===== src/rtl/eb_pkg.sv =====
// Shared types and constants for the elastic-buffer read stage.
package eb_pkg;

    typedef logic [1:0] occ_t;

    localparam int EB_RD_DEPTH = 2;

endpackage


===== src/rtl/eb_buf2.sv =====
// Two-slot landing buffer: slots fill at wp, drain from rp, occ tracks how many are held.
module eb_buf2
    import eb_pkg::*;
#(
    parameter int WIDTH = 32
) (
    input  logic             clk,
    input  logic             reset_n,
    input  logic             wr_en,
    input  logic [WIDTH-1:0] wr_data,
    input  logic             rd_en,
    output occ_t             occ,
    output logic [WIDTH-1:0] rd_data
);

    logic [WIDTH-1:0] slot [2];
    logic             wp;
    logic             rp;

    // Pointers toggle freely; the caller guarantees no write into a full buffer.
    always_ff @(posedge clk) begin
        if (!reset_n) begin
            slot[0] <= '0;
            slot[1] <= '0;
            wp      <= 1'b0;
            rp      <= 1'b0;
            occ     <= '0;
        end else begin
            if (wr_en) begin
                slot[wp] <= wr_data;
                wp       <= ~wp;
            end
            if (rd_en) begin
                rp <= ~rp;
            end
            case ({wr_en, rd_en})
                2'b10:   occ <= occ + 2'd1;
                2'b01:   occ <= occ - 2'd1;
                default: occ <= occ;
            endcase
        end
    end

    assign rd_data = slot[rp];

endmodule


===== src/rtl/eb_fifo_rd_stage.sv =====
// FIFO read-side stage: credit-based read issue into a 2-slot landing buffer that hides RAM latency.
module eb_fifo_rd_stage
    import eb_pkg::*;
#(
    parameter int WIDTH = 32
) (
    input  logic             clk,
    input  logic             reset_n,
    input  logic             t_0_req,
    output logic             t_0_ack,
    input  logic [WIDTH-1:0] ram_rdata,
    output logic             i_0_req,
    output logic [WIDTH-1:0] i_0_data,
    input  logic             i_0_ack
);

    occ_t occ;
    occ_t credit_used;
    logic infl;
    logic issue;
    logic pop;

    assign pop         = i_0_req && i_0_ack;
    assign credit_used = occ + occ_t'(infl);

    // A full buffer may still accept a read when a pop frees a slot in the same cycle.
    assign t_0_ack = (credit_used < occ_t'(EB_RD_DEPTH)) ||
                     ((credit_used == occ_t'(EB_RD_DEPTH)) && pop);
    assign issue   = t_0_req && t_0_ack;

    always_ff @(posedge clk) begin
        if (!reset_n) begin
            infl <= 1'b0;
        end else begin
            infl <= issue;
        end
    end

    eb_buf2 #(
        .WIDTH (WIDTH)
    ) u_buf (
        .clk     (clk),
        .reset_n (reset_n),
        .wr_en   (infl),
        .wr_data (ram_rdata),
        .rd_en   (pop),
        .occ     (occ),
        .rd_data (i_0_data)
    );

    assign i_0_req = (occ != 2'd0);

endmodule

===== config.mk =====
export PLATFORM = sky130hd
export DESIGN_NAME = eb_fifo_rd_stage
export DESIGN_NICKNAME = d
export VERILOG_FILES = /design/src/rtl/eb_pkg.sv /design/src/rtl/eb_buf2.sv /design/src/rtl/eb_fifo_rd_stage.sv
export SDC_FILE = /design/constraint.sdc
export NUM_CORES = 1
export LEC_CHECK = 0
export ABC_AREA = 1
export BUFFER_PORTS_ARGS = -buffer_cell sky130_fd_sc_hd__buf_2
export CAP_MARGIN = 20
export CORE_ASPECT_RATIO = 1.75
export CORE_UTILIZATION = 45
export DETAILED_ROUTE_END_ITERATION = 8
export PLACE_DENSITY_LB_ADDON = 0.15
export SYNTH_ARGS = -nofsm -noshare
export SYNTH_HDL_FRONTEND = slang
export SYNTH_SLANG_ARGS = --single-unit

===== constraint.sdc =====
create_clock -name clk -period 3.9 [get_ports clk]
set_input_delay 0.195 -clock clk [delete_from_list [all_inputs] [get_ports clk]]
set_output_delay 0.195 -clock clk [all_outputs]
set_load 0.005 [all_outputs]

# Yosys cells after proc, flatten, opt, wreduce, memory -nomap -nowiden
# Memory sizes are Yosys's and may differ from the RTL's. A register that Yosys moved wholly into a read port is not among the register bits.
# Index checks and enable logic that the tools add are counted.
# word_totals
reg_bits	5
ram_bits	64
inputBits	36
output_inout_bits	34
word_cells	31
mem_count	1
# mem_list
memory	words	word_bits	read_ports	rd_clocked_by_memory_dff	wr	line	text
u_buf.slot	2	32	1	1	2	eb_buf2.sv:16	logic [WIDTH-1:0] slot [2];
# op_classes
addsub	3
magnitude_cmp	1
n_eq_ne	3
n_mux	10
bitwise_logic	2
reduce_logical	7
# op_table
cell	count
$mux W32	1
$reduce_or A32 Y1	1
$mux W1	8
$eq A2 B2 Y1 const B	2
$pmux W2 S2	1
$reduce_bool A2 Y1	2
$logic_and A1 B1 Y1	3
$add A2 B1 Y2	1
$add A2 B1 Y2 const B	1
$eq A2 B1 Y1 const B	1
$lt A2 B2 Y1 const B	1
$not A1 Y1	2
$sub A2 B1 Y2 const B	1
$logic_or A1 B1 Y1	1

# Depth between registers and ports, before layout
# logic_depth
depth_word	5
ltp_mapped	10
depth_no_buf	10

# Hierarchy
# A second synthesis with hierarchy kept.
# hier_totals
hier_cells	252
hier_area_um2	3074.2
# by_module_without_submodules
mod	instances	cells_per_inst	area_per_inst_um2	seq_area_each_um2
eb_buf2	1	236	2962.8	2021.9
eb_fifo_rd_stage	1	16	111.4	20.0

# Least setup slack after synthesis
# OpenSTA, ideal clock, no wires.
# synth_path
path_kind	flip-flop to flip-flop
start	register infl
end	memory u_buf.slot[0][0], enable pin
setup_time_ns	0.389
arrival_ns	1.448
required_ns	3.511
path_slack_ns	2.063
stages_incl_launch_ff	6
n_path_buf	1
synth_period_minus_slack_ns	1.837
path_cell_list	dfxtp_1 -> inv_2 -> nor2_2 -> nand2_2 -> buf_6 -> nand2_1
# synth_rtl
item	line	text
from (decl)	eb_fifo_rd_stage.sv:19	logic infl;
from (signal assigned)	eb_fifo_rd_stage.sv:35	infl <= issue;
to (decl)	eb_buf2.sv:16	

==> results.json <==
{
  "fmaxAchievable_mhz": 449,
  "synth_fp_nets": 285,
  "rows": 39,
  "fin_cells": 406,
  "antenna_found_initial": 0,
  "die_w_um": 64.4,
  "ctsHoldBuffers": 0,
  "drt_iter0_markers": 55,
  "synth-edff-count": 64,
  "dieArea_um2": 7150,
  "vdd_ir_drop_max_v": 0.000335,
  "yosysTopAreaCell": "edfxtp_1",
  "cpPeakStageDelay_ns": 0.64,
  "drv_slew": 0,
  "tritoncts": "built",
  "min_period_ns": 2.23,
  "dpl_cell_area_um2": 3440,
  "synth_warnings": 0,
  "arrival_ns": 2.23,
  "crit_family": "simple AND/OR/NAND/NOR gates",
  "io_buffer_count": 69,
  "slew_headroom": 0.458,
  "critPathKind": "register to register",
  "synthTopCellsByCount": "71 x nor2_1, 64 x edfxtp_1, 38 x inv_1, 28 x mux2_2, 11 x nand2_1",
  "yosys_register_bits": 70,
  "outcome": "complete, no violations",
  "start_util": 0.468,
  "cts.sinks": 70,
  "ios": 70,
  "grt_use_total": 0.163,
  "post-route-period-util": 0.571,
  "timing.critical_path.fanout_max": 34,
  "clk_latency_ns": 0.32,
  "drive_gt1_frac": 0.373,
  "synth_cell_types": 21,
  "htree_levels": 3,
  "tns_ns": 0,
  "post-route-cell-area_um2": 3720,
  "drtAntennaViolNets": 0,
  "gr-total-overflow": 0,
  "cellLeakagePower_nw": 1.73,
  "nets": 357,
  "synth_top_cell_area_share": 0.628,
  "path_cells": "inv_2 -> nor2_2 -> nand2_2 -> nand2_1 -> buf_4",
  "top_layer": "met4",
  "slowest_stage": "nand2_1",
  "hold_class": "input port to register",
  "dr_wl_met3_um": 265,
  "n_antenna_cell": 0,
  "rsz0062_at_grt": "false",
  "report.final.hold_viol_count": 0,
  "cts_buffers": 9,
  "wl_per_cell_um": 12.8,
  "wl_met2_mm": 2.83,
  "synthFlopType": "edfxtp_1",
  "syn_avg_cell_area_um2": 12.4,
  "finClkSkew_ns": 0.00440,
  "core_um2": 6540,
  "clk_pin_slew_ns": 0.05,
  "ys_top_cells_by_area": "edfxtp_1 63%, mux2_2 10%, nor2_1 8.7%, inv_1 4.7%, dfxtp_1 3.9%",
  "ctsResizeCount": 0,
  "clock_path_buffers": 2,
  "p_per_area_nw_per_um2": 510,
  "async_reset_ff_frac": 0,
  "vias": 1889,
  "dr.pass1.iters": 4,
  "critical_path_buf_inv_count": 2,
  "wl_met1_mm": 2.02,
  "gp_congestion": 0.697,
  "yosysSeqAreaShare": 0.667,
  "wl_mm": 5.18,
  "cp-end-kind": "register",
  "dp_hpwl_mm": 3.41,
  "required_ns": 3.91,
  "tightest_slew_ns": 0.813,
  "final_core_util": 0.569,
  "synth.most_common_cell": "nor2_1",
  "grt_pass1_wl_mm": 8.35,
  "drc": 0,
  "syn2layout_area_growth_pct": 21.5,
  "drv_cap": 0,
  "via_per_inst": 4.65,
  "syn_area_um2": 3060,
  "syn-instance-count": 247,
  "fp.dieH_um": 111,
  "cts_setup_buffers": 0,
  "power_mw": 1.90,
  "dp_cells": 390,
  "grt_start_max_net_pins": 35,
  "grt_pass1_vias": 1813,
  "cts_root_buf": "clkbuf_16",
  "setup_viol": 0,
  "start_kind": "register"
}
-- layout by cell type (no fill, tap or decap) --
cell and n:
clkbuf_16 9, nand2_1 11, nand3_1 1, nand4_1 1, dfxtp_1 5, buf_4 3, a21oi_1 2, mux2_4 4
o21ai_0 2, buf_2 69, nand3b_1 1, nand3_2 1, ha_1 2, mux2_2 28, clkbuf_1 3, xor2_1 1
edfxtp_1 64, nor2_1 71, nand2_2 1, nor2_2 1, inv_2 1, dfxtp_2 1, clkbuf_8 3, clkinv_1 1
inv_1 38
-- where the power goes --
group / total, mW / internal, mW / switching [mW]
registers: 0.917 / 0.876 / 0.0408
clock network: 0.740 / 0.480 / 0.260
logic: 0.240 / 0.128 / 0.112
-- area by class of cell --
cell class | count | area (µm²)
Sequential cell | 70 | 2040
Timing Repair Buffer | 72 | 368
Clock buffer | 15 | 278
Fill cell | 593 | 2820
Clock inverter | 1 | 3.75
Tap cell | 82 | 103
Inverter | 39 | 146
Multi-Input combinational cell | 127 | 778
-- state kept, by name, summed over array words and instances (netlist names), named ones only --
signal      count
u_buf.occ       2
u_buf.wp        1
infl            1
u_buf.slot     64
u_buf.rp        1
-- layer usage --
metal	vias up	track usage
li1	949	-
met1	883	0.177
met2	53	0.275
met3	4	0.0484
met4	0	0.0889
met5	-	0
-- through the flow --
step                hold slack, ns  worst slack (ns)
floorplan                    0.318              2.06
global placement             0.449              1.64
detailed placement           0.450              1.61
CTS                          0.108              1.61
global route                 0.119              1.44
finish                       0.115              1.67
-- worst register-to-register path, cell delays in order (launching register included) --
cell and delay [ns]:
dfxtp_1 0.37, inv_2 0.07, nor2_2 0.09, nand2_2 0.37, nand2_1 0.65, buf_4 0.37
-- cells by family (layout without fill, tap and decap cells) --
kind of cell             Yosys count  count (layout)  share of synthesized area
AO/OA/AOI/OAI                      4               4                    0.00654
XOR/XNOR                           1               1                    0.00286
adder cells (fa/ha/maj)            2               2                    0.00817
buffers and inverters             50             127                     0.0789
flip-flops                        70              70                      0.667
multiplexers                      32              32                      0.123
AND/OR/NAND/NOR                   88              88                      0.114
-- final timing paths --
check / cells past startpoint / start / slack, ns / to
worst min-delay path: 3 / t_0_req / 0.11 / infl
worst max-delay path: 5 / infl / 1.67 / u_buf.slot[0][28]
worst max register to register: 5 / infl / 1.67 / u_buf.slot[0][28]
worst min register to register: 2 / u_buf.rp / 0.50 / register
Note: power is estimated with default switching activity, not from simulation.
